File: src/rtl/maze_grid_responder.sv
// Maze wall-query responder: a 16x16 one-bit wall map shared by a horizontal and a
// vertical intersection finder, with round-robin arbitration and one-cycle query latency.
module maze_grid_responder (
    input  logic        clock,
    input  logic        reset,
    input  logic        h_req,
    input  logic [11:0] h_x,
    input  logic [11:0] h_y,
    output logic        h_ack,
    output logic        h_wall,
    output logic        h_oob,
    input  logic        v_req,
    input  logic [11:0] v_x,
    input  logic [11:0] v_y,
    output logic        v_ack,
    output logic        v_wall,
    output logic        v_oob,
    input  logic        wr_en,
    input  logic [3:0]  wr_cell_x,
    input  logic [3:0]  wr_cell_y,
    input  logic        wr_wall,
    input  logic        map_clear
);

    localparam int GRID = 16;

    // Boot pattern: a solid border, open interior. Bit index within a row is the column.
    function automatic logic [GRID-1:0] boot_row(input logic [3:0] row);
        if (row == 4'd0 || row == 4'd15) begin
            return {GRID{1'b1}};
        end
        return 16'h8001;
    endfunction

    logic [GRID-1:0] map_rows [GRID];

    for (genvar gi = 0; gi < GRID; gi++) begin : g_row
        logic [GRID-1:0] row_q;
        logic [GRID-1:0] row_d;

        // Clear wins over a simultaneous write, so that write is simply lost.
        always_comb begin
            row_d = row_q;
            if (map_clear) begin
                row_d = boot_row(4'(gi));
            end else if (wr_en && (wr_cell_y == 4'(gi))) begin
                row_d[wr_cell_x] = wr_wall;
            end
        end

        always_ff @(posedge clock) begin
            if (reset) begin
                row_q <= boot_row(4'(gi));
            end else begin
                row_q <= row_d;
            end
        end

        assign map_rows[gi] = row_q;
    end

    logic h_ack_q,  h_ack_d;
    logic h_wall_q, h_wall_d;
    logic h_oob_q,  h_oob_d;
    logic v_ack_q,  v_ack_d;
    logic v_wall_q, v_wall_d;
    logic v_oob_q,  v_oob_d;
    logic prio_h_q, prio_h_d;

    logic h_elig, v_elig, h_grant, v_grant;
    logic h_pt_oob, v_pt_oob, h_cell, v_cell;

    // Only the upper coordinate bits select a cell; the in-cell offset is irrelevant here.
    logic unused_offsets;
    assign unused_offsets = ^{h_x[5:0], h_y[5:0], v_x[5:0], v_y[5:0]};

    always_comb begin
        // A port in its ack cycle is still showing the request just served.
        h_elig  = h_req & ~h_ack_q;
        v_elig  = v_req & ~v_ack_q;
        h_grant = h_elig & (~v_elig | prio_h_q);
        v_grant = v_elig & ~h_grant;

        // Anything at or beyond 1024 (including negative values) lies outside the maze.
        h_pt_oob = |{h_x[11:10], h_y[11:10]};
        v_pt_oob = |{v_x[11:10], v_y[11:10]};
        h_cell   = map_rows[h_y[9:6]][h_x[9:6]];
        v_cell   = map_rows[v_y[9:6]][v_x[9:6]];

        h_ack_d  = h_grant;
        h_wall_d = h_grant ? (h_cell & ~h_pt_oob) : h_wall_q;
        h_oob_d  = h_grant ? h_pt_oob : h_oob_q;
        v_ack_d  = v_grant;
        v_wall_d = v_grant ? (v_cell & ~v_pt_oob) : v_wall_q;
        v_oob_d  = v_grant ? v_pt_oob : v_oob_q;

        prio_h_d = prio_h_q;
        if (h_grant) begin
            prio_h_d = 1'b0;
        end else if (v_grant) begin
            prio_h_d = 1'b1;
        end
    end

    always_ff @(posedge clock) begin
        if (reset) begin
            h_ack_q  <= 1'b0;
            h_wall_q <= 1'b0;
            h_oob_q  <= 1'b0;
            v_ack_q  <= 1'b0;
            v_wall_q <= 1'b0;
            v_oob_q  <= 1'b0;
            prio_h_q <= 1'b1;
        end else begin
            h_ack_q  <= h_ack_d;
            h_wall_q <= h_wall_d;
            h_oob_q  <= h_oob_d;
            v_ack_q  <= v_ack_d;
            v_wall_q <= v_wall_d;
            v_oob_q  <= v_oob_d;
            prio_h_q <= prio_h_d;
        end
    end

    assign h_ack  = h_ack_q;
    assign h_wall = h_wall_q;
    assign h_oob  = h_oob_q;
    assign v_ack  = v_ack_q;
    assign v_wall = v_wall_q;
    assign v_oob  = v_oob_q;

endmodule

File: config.mk
export PLATFORM = sky130hd
export DESIGN_NAME = maze_grid_responder
export DESIGN_NICKNAME = d
export VERILOG_FILES = /design/src/rtl/maze_grid_responder.sv
export SDC_FILE = /design/constraint.sdc
export NUM_CORES = 1
export LEC_CHECK = 0
export CAP_MARGIN = 20
export CORE_MARGIN = 8
export CORE_UTILIZATION = 25
export CTS_BUF_LIST = sky130_fd_sc_hd__clkbuf_2
export DETAILED_ROUTE_END_ITERATION = 8
export DONT_BUFFER_PORTS = 1
export PLACE_DENSITY = 0.42
export SLEW_MARGIN = 20
export SYNTH_ARGS = -nofsm -noshare
export SYNTH_HDL_FRONTEND = slang
export SYNTH_SLANG_ARGS = --single-unit
File: constraint.sdc
create_clock -name clock -period 2.3 [get_ports clock]
set_input_delay 0 -clock clock [delete_from_list [all_inputs] [get_ports clock]]
set_output_delay 0 -clock clock [all_outputs]
set_load 0.1 [all_outputs]
==> results of run 1 <==
[worst max-delay path: cells and delay by family (launching register included)]
family / cells / cell delay [ns]
buffers and inverters: 1 / 0.56
DFF: 1 / 0.31
AOI/OAI and AO/OA: 3 / 0.64
and+or+nand+nor: 2 / 0.72
[cell families (layout without fill, tap and decap cells)]
family | count (synthesis) | count (layout) | synth area share [%]
AOI/OAI and AO/OA | 585 | 585 | 22.71
buffers and inverters | 189 | 369 | 5.724
DFF | 263 | 263 | 36.06
muxes | 173 | 173 | 21.35
other | 0 | 6 | 0
and+or+nand+nor | 418 | 418 | 14.15
[state kept, by name, summed over array words and instances, names as in the netlist]
name	count
v_oob	1
v_ack	1
h_ack	1
prio_h_q	1
v_wall	1
h_oob	1
h_wall	1
g_row.row_q	256
[path summary, 6_finish.rpt]
path,from,end,slack [ns],depth (start not counted)
max,v_ack,v_wall,0.02,6
min,wr_cell_x[1],g_row[12].row_q[13],0.06,6
max reg2reg,v_ack,v_wall,0.02,6
min reg2reg,g_row[12].row_q[11],g_row[12].row_q[11],0.49,2
[timing repair]
item,CTS,global route
endpoints found under the setup margin,0,38
setup buffers,0,0
hold buffers,138,8
gates resized for setup,0,12
hold endpoints to repair,263,39
[through the flow]
step           hold slack [ns]  utilization (%)  instance area (um^2)  total power, mW  instances
2_1_floorplan           0.2509                -                 14600            5.375       1628
4_1_cts               0.002578            30.56                 17630            9.470       2565
3_3_place_gp           0.07464            26.75                 15430            5.458       2288
3_5_place_dp           0.07647            26.75                 15430            5.458       2288
5_1_grt                0.01397            30.80                 17770            9.812       2579
6_report               0.05645            30.80                 17770            9.422       2579
[cell usage after synthesis, types with 2 or more instances]
library cell    n  area share (%)
a2111oi_0       2            0.12
a211oi_1        9            0.46
a21oi_1       210             7.2
a221oi_1        2            0.12
a22oi_1         6            0.31
a41o_1          2            0.14
and2_1          2           0.086
and3_1          3            0.13
buf_1          12            0.31
buf_2          13            0.45
buf_4          13            0.67
buf_6           8            0.62
clkbuf_1      135             3.5
dfxtp_1       263              36
inv_1           5            0.13
mux2_2         12            0.93
mux2i_1        52             3.6
mux4_1          2            0.36
mux4_2        107              17
nand2_1        81             2.1
nand2b_1       14            0.60
nand3_1       219             7.5
nand3b_1        2            0.10
nand4_1         7            0.30
nor2_1         29            0.75
nor2b_1        22            0.94
nor3_1         15            0.51
nor3b_1         2            0.10
nor4_1          6            0.26
o2111ai_1       2            0.12
o211ai_1       16            0.82
o21ai_0       250             8.6
o221ai_1       13            0.78
o22ai_1        15            0.64
o311ai_0       45             2.7
o32ai_1         2            0.12
or2_2           2           0.086
or3_1           6            0.26
or4_1           3            0.15
[area by class of cell]
cell class	count	share of cell area (%)
diodes	6	0.08449
clock buffers	119	3.351
clock inverters	20	0.4295
inverters	7	0.1479
multi-input cells	1176	48.31
flip-flops and latches	263	29.63
well taps	765	5.386
repair buffers	223	12.66
[per-layer routing]
metal | vias up | GRT usage (%) | wire length (um)
met5 | - | 0 | 0
met4 | 0 | 7.577 | 2108
met2 | 792 | 30.91 | 30640
met3 | 155 | 4.691 | 6444
li1 | 6549 | - | -
met1 | 7386 | 28.07 | 30520
[power by group]
part           switching, mW  internal, mW
sequential           0.00575          4.56
clock                   2.26          1.36
combinational          0.817         0.417
[layout by cell type, fill, tap and decap left out, drive strengths merged, types with 7 or more instances in the layout]
cell type | netlist | routed
inv | 6 | 8
nand2 | 81 | 81
nor2 | 29 | 29
nand2b | 14 | 14
nor2b | 22 | 22
nand3 | 219 | 219
o21ai | 251 | 251
a21oi | 210 | 210
a211oi | 9 | 9
o221ai | 13 | 13
o22ai | 15 | 15
nor3 | 15 | 15
clkinv | 1 | 19
mux2 | 12 | 12
nand4 | 7 | 7
clkbuf | 136 | 119
mux4 | 109 | 109
o211ai | 16 | 16
buf | 46 | 88
dlygate4sd3 | 0 | 130
dfxtp | 263 | 263
o311ai | 45 | 45
mux2i | 52 | 52
==> reports/metrics.yaml, run 1 <==
floorplanning:
  floorplan.initialDensity_pct: 25.31
  ioPinCount: 69
  fp-row-count: 88
  die_area_um2: 66400
  coreArea_um2: 57700
  die-width_um: 257.7
  die_height_um: 257.7
finish:
  seqCellArea_um2: 5265
  count_of_fill_cells_added_during_filler_insertion: 6125
  layout-drive-gt1-share_pct: 19.30
  area_used_by_multi_input_combinational_logic_um2: 8586
  final_nets: 1815
  area_growth_synth_to_finish_pct: 21.69
sta:
  final_cycle_share_pct: 98.95
  maxSlewHeadroom_pct: 29.62
  tightestPinTransition_ns: 1.052
  maxSlewViolCount: 0
  fin_setup_tns_ns: 0
  finalHoldViolCount: 0
  setup_repair_after_global_routing_missed_its_margin: "false"
  setup_slack_ns: 0.02410
  worst_skew_ns: 0.09642
  clock.fmax_ghz: 0.4394
  period_needed_ns: 2.276
  report.final.setup_viol: 0
power:
  power.leakage_nw: 5.785
  maximum_ir_drop_on_the_vdd_rail_mv: 0.2368
  power.density_cell_area_nw_per_um2: 530.2
status:
  status: "finished clean"
logic_synthesis:
  synth-async-reset-ratio_pct: 0
  avgSynthCellArea_um2: 8.970
  synth.lib_cells_used.distinct: 58
  synthesis.nets: 1691
  synth_seq_cells: 263
  syn-instance-count: 1628
  synth-seq-area-share_pct: 36.06
  yosys_warnings: 0
  synth_flop_cell: "dfxtp_1"
  synth_enable_flop_cells: 0
  netlist_area_um2: 14600
placement:
  dp_worst_setup_slack_ns: 0.08755
  place.gp.congestion: 0.8308
  place.detailed.hpwl_um: 37010
  place.port_buffers: 0
detailed_routing:
  routed_wire_length_per_instance_um: 27.03
  drt-initial-drc-count: 1624
  dr_total_vias: 14882
  route.final.wire_length_um: 69710
  avgViaCountPerCell: 5.770
  drt-pass1-iter-count: 5
  post-route-drc-count: 0
  drtAntennaViolNets: 0
clock_network:
  cts_tree: "done"
  clock_tree.htree_level_count: 3
  ctsRootBufferMaster: "clkbuf_2"
  clk_pin_slew_ns: 0.10
  cts_buffer_depth: 3
  cts-buffers-inserted: 81
  cts_sinks: 263
  worstSkewPairLatency_ns: 1.03
critical_path:
  worstSetupPathType: "flop to flop"
  worstPathMaxFanout: 4
  crit_path_start_kind: "flop"
  critPathCaptureType: "flop"
  worst_path_max_delay_cell: "dlygate4sd3_1"
  path_cells: "nand2b_1, a21o_1, nor3_1, o311a_1, dlygate4sd3_1, a41o_1"
  cp.required_ns: 3.26
  worst_path_arrival_time_ns: 3.24
  critical_path.max_stage_delay_ns: 0.56
global_routing:
  first_global_vias: 14804
  grt_start_max_net_pins: 167
  gr-total-overflow: 0
  grt_use_total_pct: 20.40
  antenna_found_initial: 7
  global_route_wire_length_before_repair_um: 102000
flow_run:
  maxCapViolCount: 0
hold_path:
  hold_path_class: "input port to flop"
(Power assumes the default switching activity.)
==> run 2, diff against run 1 <==
--- a/config.mk
+++ b/config.mk
@@ -11,7 +11,7 @@
 export CTS_BUF_LIST = sky130_fd_sc_hd__clkbuf_2
 export DETAILED_ROUTE_END_ITERATION = 8
 export DONT_BUFFER_PORTS = 1
-export PLACE_DENSITY = 0.42
+export PLACE_DENSITY = 0.44
 export SLEW_MARGIN = 20
 export SYNTH_ARGS = -nofsm -noshare
 export SYNTH_HDL_FRONTEND = slang
==> constraint.sdc (replaced) <==
create_clock -name clock -period 1.9 [get_ports clock]
set_input_delay 0 -clock clock [delete_from_list [all_inputs] [get_ports clock]]
set_output_delay 0 -clock clock [all_outputs]
set_load 0.1 [all_outputs]
==> reports/metrics.yaml, run 2 (synthesis results as in run 1) <==
detailed_routing:
  routed_wire_length_per_instance_um: 26.48  # -2.0%
  drt-pass1-iter-count: 6  # +1
  route.final.wire_length_um: 71890  # +3.1%
  avgViaCountPerCell: 5.780  # +0.16%
  post-route-drc-count: 0  # unchanged
  drt-initial-drc-count: 1947  # +20%
  drtAntennaViolNets: 0  # unchanged
  dr_total_vias: 15692  # +5.4%
power:
  intPower_mw: 7.785  # +23%
  clkPwrFrac_pct: 39.1  # +0.6 points
  switching_share_pct: 31.83  # -0.90 points
  power.density_cell_area_nw_per_um2: 598.1  # +13%
  comb_power_share_pct: 12.5  # -0.6 points
  power.leakage_nw: 6.552  # +13%
  power_frac_seq_pct: 48.4  # about the same
  maximum_ir_drop_on_the_vdd_rail_mv: 0.2773  # +17%
  p_switching_mw: 3.635  # +18%
  power_mw: 11.42  # +21%
placement:
  place.detailed.hpwl_um: 38100  # +2.9%
  place.gp.congestion: 0.8566  # +3.1%
  dp_worst_setup_slack_ns: -0.3236  # -0.4111 ns
  place.port_buffers: 0  # unchanged
sta:
  setup_repair_after_global_routing_missed_its_margin: "true"
  worst_skew_ns: 0.1253  # +0.02892 ns
  maxSlewHeadroom_pct: 18.08  # -12 points
  final_cycle_share_pct: 112.8  # +14 points
  maxSlewViolCount: 0  # unchanged
  tightestPinTransition_ns: 1.229  # +0.1765 ns
  setup_slack_ns: -0.2435  # -0.2676 ns
  period_needed_ns: 2.144  # -0.1324 ns
  finalHoldViolCount: 3  # +3
  hold_slack_ns: -0.6424  # -0.6989 ns
  clock.fmax_ghz: 0.4665  # +6.2%
  report.final.setup_viol: 51  # +51
global_routing:
  global_route_wire_length_before_repair_um: 101000  # -1.0%
  first_global_vias: 15124  # +2.2%
  gr-total-overflow: 0  # unchanged
  grt_start_max_net_pins: 139  # -17%
  grt_use_total_pct: 19.98  # -0.42 points
  antenna_found_initial: 5  # -2
clock_network:
  cts-buffers-inserted: 77  # -4.9%
  cts_tree: "done"
  clock_tree.htree_level_count: 3  # unchanged
  cts_sinks: 263  # unchanged
  ctsRootBufferMaster: "clkbuf_2"
  clk_pin_slew_ns: 0.10  # about the same
  worstSkewPairLatency_ns: 1.07  # +0.04 ns
  cts_buffer_depth: 3  # unchanged
critical_path:
  cp.required_ns: 2.84  # -0.42 ns
  crit_path_start: "g_row[3].row_q[0]"
  critPathCaptureType: "flop"
  worst_path_max_delay_cell: "mux4_2"
  worst_r2r_startpoint: "g_row[3].row_q[0]"
  worstSetupPathType: "flop to flop"
  worst_path_arrival_time_ns: 3.08  # -0.16 ns
  cpMostUsedCell: "mux4_2"
  critical_path.max_stage_delay_ns: 0.53  # -0.03 ns
  crit_path_start_kind: "flop"
  worstPathMaxFanout: 3  # -1
  path_cells: "mux4_2, mux4_2, mux2i_2, nand3_1, nand2_1, a21oi_1, a41o_1"
status:
  violations: "negative hold slack, negative setup slack"
  status: "finished with violations"
floorplanning:
  coreArea_um2: 57700  # unchanged
  fp-row-count: 88  # unchanged
  die_area_um2: 66400  # unchanged
  ioPinCount: 69  # unchanged
  die-width_um: 257.7  # unchanged
  floorplan.initialDensity_pct: 25.31  # unchanged
  die_height_um: 257.7  # unchanged
finish:
  area_growth_synth_to_finish_pct: 30.75
  max_reg_flops: 256  # unchanged
  final_nets: 1952  # +7.5%
  count_of_fill_cells_added_during_filler_insertion: 6114  # -0.18%
  layout-drive-gt1-share_pct: 22.92  # +3.6 points
  max_flop_register: "g_row.row_q"
  layout.cells.most_common_list: "dfxtp_1, o21ai_0, nand3_1"
  mostFrequentLayoutCell: "dfxtp_1"
flow_run:
  maxCapViolCount: 0  # unchanged
hold_path:
  hold_path_class: "input port to flop"
  hold_path.startpoint: "v_x[9]"
run 2: power by group through the flow:
stage | clock, mW | combinational [mW] | sequential, mW
CTS | 4.57 | 1.31 | 5.53
detailed placement | 0 | 0.991 | 5.66
global route | 4.83 | 1.47 | 5.53
finish | 4.47 | 1.42 | 5.53
floorplan | 0 | 0.804 | 5.70
global placement | 0 | 0.990 | 5.65
run 2: through the flow:
stage	TNS (ns)	instance area (um^2)	utilization (%)	std cells
final	-3.787	19090	33.09	2715
after global routing	-5.116	19090	33.08	2713
after CTS	-8.104	18520	32.10	2666
after detailed placement	-0.5305	15960	27.67	2357
after global placement	-0.5043	15960	27.67	2357
after floorplan	0	14610	-	1628
run 2: repair_timing:
item,4_1_cts,5_1_grt
pin swaps,5,8
endpoints found under the setup margin,2,105
hold buffers,172,44
hold endpoints to repair,263,133
gates resized for setup,21,44
cloned,0,1
buffers inserted,2,0
run 2: area by class of cell:
type                    instances  area [um^2]  area share, %
clock buffers                 116        580.6          3.041
well taps                     765        957.2          5.013
repair buffers                363         3457          18.11
diodes                          4        10.01        0.05242
inverters                       7        26.28         0.1376
clock inverters                20        102.6         0.5374
flip-flops and latches        263         5280          27.65
multi-input cells            1177         8680          45.46
run 2: layer usage:
metal	share of wire (%)	wire, um	global-route usage [%]	vias up
met3	10	7202	4.818	180
met1	42	29920	26.96	7833
met5	0.031	22	0	-
met4	4.3	3104	6.936	4
met2	44	31630	31.00	845
li1	-	-	-	6830
run 2: path summary, 6_finish.rpt:
kind	slack [ns]	cells after the start	to
min	-0.64	4	v_wall
max reg2reg	-0.24	7	v_wall
max	-0.24	7	v_wall
min reg2reg	0.49	2	g_row[5].row_q[8]
run 2: critical path: cells and delay by family, from the launching register on:
family | cells | cell delay, ns
compound gates | 2 | 0.27
flops | 1 | 0.34
mux | 3 | 1.21
simple gates | 2 | 0.22
==> run 3, diff against run 2 <==
--- a/config.mk
+++ b/config.mk
@@ -6,12 +6,15 @@
 export NUM_CORES = 1
 export LEC_CHECK = 0
 export CAP_MARGIN = 20
+export CELL_PAD_IN_SITES_DETAIL_PLACEMENT = 2
+export CELL_PAD_IN_SITES_GLOBAL_PLACEMENT = 2
+export CORE_ASPECT_RATIO = 1.25
 export CORE_MARGIN = 8
 export CORE_UTILIZATION = 25
 export CTS_BUF_LIST = sky130_fd_sc_hd__clkbuf_2
 export DETAILED_ROUTE_END_ITERATION = 8
 export DONT_BUFFER_PORTS = 1
-export PLACE_DENSITY = 0.44
+export PLACE_DENSITY = 0.6
 export SLEW_MARGIN = 20
 export SYNTH_ARGS = -nofsm -noshare
 export SYNTH_HDL_FRONTEND = slang
==> reports/metrics.yaml, run 3 (synthesis results as in run 1) <==
status:
  status: "finished with violations"
  violations: "negative hold slack, negative setup slack"
clock_network:
  clock_tree.htree_level_count: 3  # unchanged
  cts_sinks: 263  # unchanged
  clk_pin_slew_ns: 0.10  # about the same
  cts-buffers-inserted: 75  # -2.6%
  ctsRootBufferMaster: "clkbuf_2"
  worstSkewPairLatency_ns: 1.07  # about the same
  cts_tree: "done"
  cts_buffer_depth: 3  # unchanged
power:
  power.leakage_nw: 6.608  # +0.84%
  maximum_ir_drop_on_the_vdd_rail_mv: 0.2588  # -6.7%
  switching_share_pct: 32.47  # +0.64 points
  power_frac_seq_pct: 47.7  # -0.7 points
  clkPwrFrac_pct: 39.8  # +0.7 points
  p_switching_mw: 3.761  # +3.5%
  intPower_mw: 7.823  # +0.49%
  power.density_cell_area_nw_per_um2: 601.8  # +0.62%
  comb_power_share_pct: 12.4  # about the same
finish:
  final_design_area_no_fill_um2: 19250  # +0.81%
  max_reg_flops: 256  # unchanged
  area_growth_synth_to_finish_pct: 31.81
  mostFrequentLayoutCell: "dfxtp_1"
  max_flop_register: "g_row.row_q"
  final_nets: 1973  # +1.1%
  layout.cells.most_common_list: "dfxtp_1, o21ai_0, nand3_1"
  utilization_pct: 33.13  # +0.040 points
  layout-drive-gt1-share_pct: 22.60  # -0.32 points
floorplanning:
  die-width_um: 232.2  # -9.9%
  fp-row-count: 99  # +13%
  die_area_um2: 66450  # about the same
  coreArea_um2: 58090  # +0.69%
  floorplan.initialDensity_pct: 25.14  # -0.17 points
  ioPinCount: 69  # unchanged
  die_height_um: 286.2  # +11%
sta:
  maxSlewViolCount: 0  # unchanged
  fin_setup_tns_ns: -0.6849  # +3.102 ns
  worst_skew_ns: 0.08495  # -0.04039 ns
  hold_slack_ns: -0.6404  # +0.002007 ns
  setup_repair_after_global_routing_missed_its_margin: "true"
  setup_slack_ns: -0.3316  # -0.08804 ns
  maxSlewHeadroom_pct: 25.10  # +7.0 points
  final_cycle_share_pct: 117.5  # +4.6 points
  clock.fmax_ghz: 0.4481  # -3.9%
  period_needed_ns: 2.232  # +0.08804 ns
  tightestPinTransition_ns: 1.124  # -0.1052 ns
  finalHoldViolCount: 12  # +9
  report.final.setup_viol: 4  # -92%
critical_path:
  crit_path_start_kind: "flop"
  regToRegEndpoint: "v_wall"
  ff2ff_path_depth: 8  # +1
  critPathCaptureType: "flop"
  worstSetupPathType: "flop to flop"
  cp.required_ns: 2.79  # -0.05 ns
  r2r_slack_ns: -0.33  # -0.09 ns
  worst_r2r_startpoint: "g_row[14].row_q[11]"
  worst_path_arrival_time_ns: 3.12  # +0.04 ns
  crit_path_start: "g_row[14].row_q[11]"
  worstPathMaxFanout: 2  # -1
global_routing:
  first_global_vias: 17909  # +18%
  grt_use_total_pct: 25.07  # +5.1 points
  gr-total-overflow: 0  # unchanged
  grt_start_max_net_pins: 136  # -2.2%
  global_route_wire_length_before_repair_um: 123400  # +22%
  antenna_found_initial: 3  # -2
placement:
  place.gp.congestion: 0.8031  # -6.2%
  place.port_buffers: 0  # unchanged
  dpl_cell_area_um2: 16010  # +0.31%
  place.detailed.hpwl_um: 44830  # +18%
  dp_worst_setup_slack_ns: -0.3811  # -0.05746 ns
detailed_routing:
  dr_total_vias: 16238  # +3.5%
  drt-initial-drc-count: 1077  # -45%
  drt-pass1-iter-count: 5  # -1
  route.final.wire_length_um: 85620  # +19%
  routed_wire_length_per_instance_um: 31.50  # +19%
  post-route-drc-count: 0  # unchanged
  avgViaCountPerCell: 5.974  # +3.4%
  drtAntennaViolNets: 0  # unchanged
hold_path:
  hold_path.startpoint: "v_y[9]"
  hold_path_class: "input port to flop"
  endpoint_with_the_worst_hold_slack: "v_wall"
  holdPathStages: 2  # -2
flow_run:
  maxCapViolCount: 0  # unchanged
## run 3: area by class of cell
class | count | area [um^2]
fill | 6393 | 38850
multi-input combinational | 1176 | 8620
sequential | 263 | 5276
timing repair buffer | 387 | 3704
tap | 757 | 947.2
clock buffer | 110 | 550.5
clock inverter | 13 | 112.6
inverter | 7 | 26.28
antenna | 5 | 12.51
## run 3: stage by stage
| step | std cells | total power [mW] |
|---|---|---|
| finish | 2718 | 11.58 |
| global route | 2714 | 12.00 |
| CTS | 2707 | 11.59 |
| detailed placement | 2355 | 6.692 |
| global placement | 2355 | 6.678 |
| floorplan | 1628 | 6.507 |
## run 3: how the worst max path moves through the flow
stage,to,slack (ns),depth (start not counted)
floorplan,v_wall,0.01,7
global placement,h_wall,-0.38,7
detailed placement,h_wall,-0.38,7
CTS,v_wall,-0.33,8
global route,v_wall,-0.39,8
finish,v_wall,-0.33,8
## run 3: what timing repair did
action | CTS | global route
buffers inserted | 3 | 3
pin swaps | 10 | 1
resized for setup | 14 | 35
endpoints found under the setup margin | 2 | 144
hold buffers | 226 | 8
hold endpoints to repair | 263 | 32
## run 3: per-layer routing
layer	vias up	track usage [%]	part of all wire, %
li1	6825	-	-
met1	8427	28.19	38
met2	702	42.32	48
met3	282	4.515	6.4
met4	2	17.98	7.5
met5	-	0	0.015
## run 3: power groups by stage
stage	Clock [mW]	Sequential, mW	Combinational (mW)
after floorplan	0	5.70	0.804
after global placement	0	5.65	1.02
after detailed placement	0	5.66	1.04
after CTS	4.68	5.53	1.39
after global routing	4.99	5.53	1.48
final	4.61	5.53	1.44
## run 3: worst max-delay path, stage by stage (launching register included)
cell,delay [ns]
dfxtp_2,0.34
mux4_2,0.45
mux4_2,0.52
mux2i_1,0.20
buf_4,0.15
nand4_1,0.07
nand2_1,0.11
a21oi_2,0.04
a41o_1,0.21
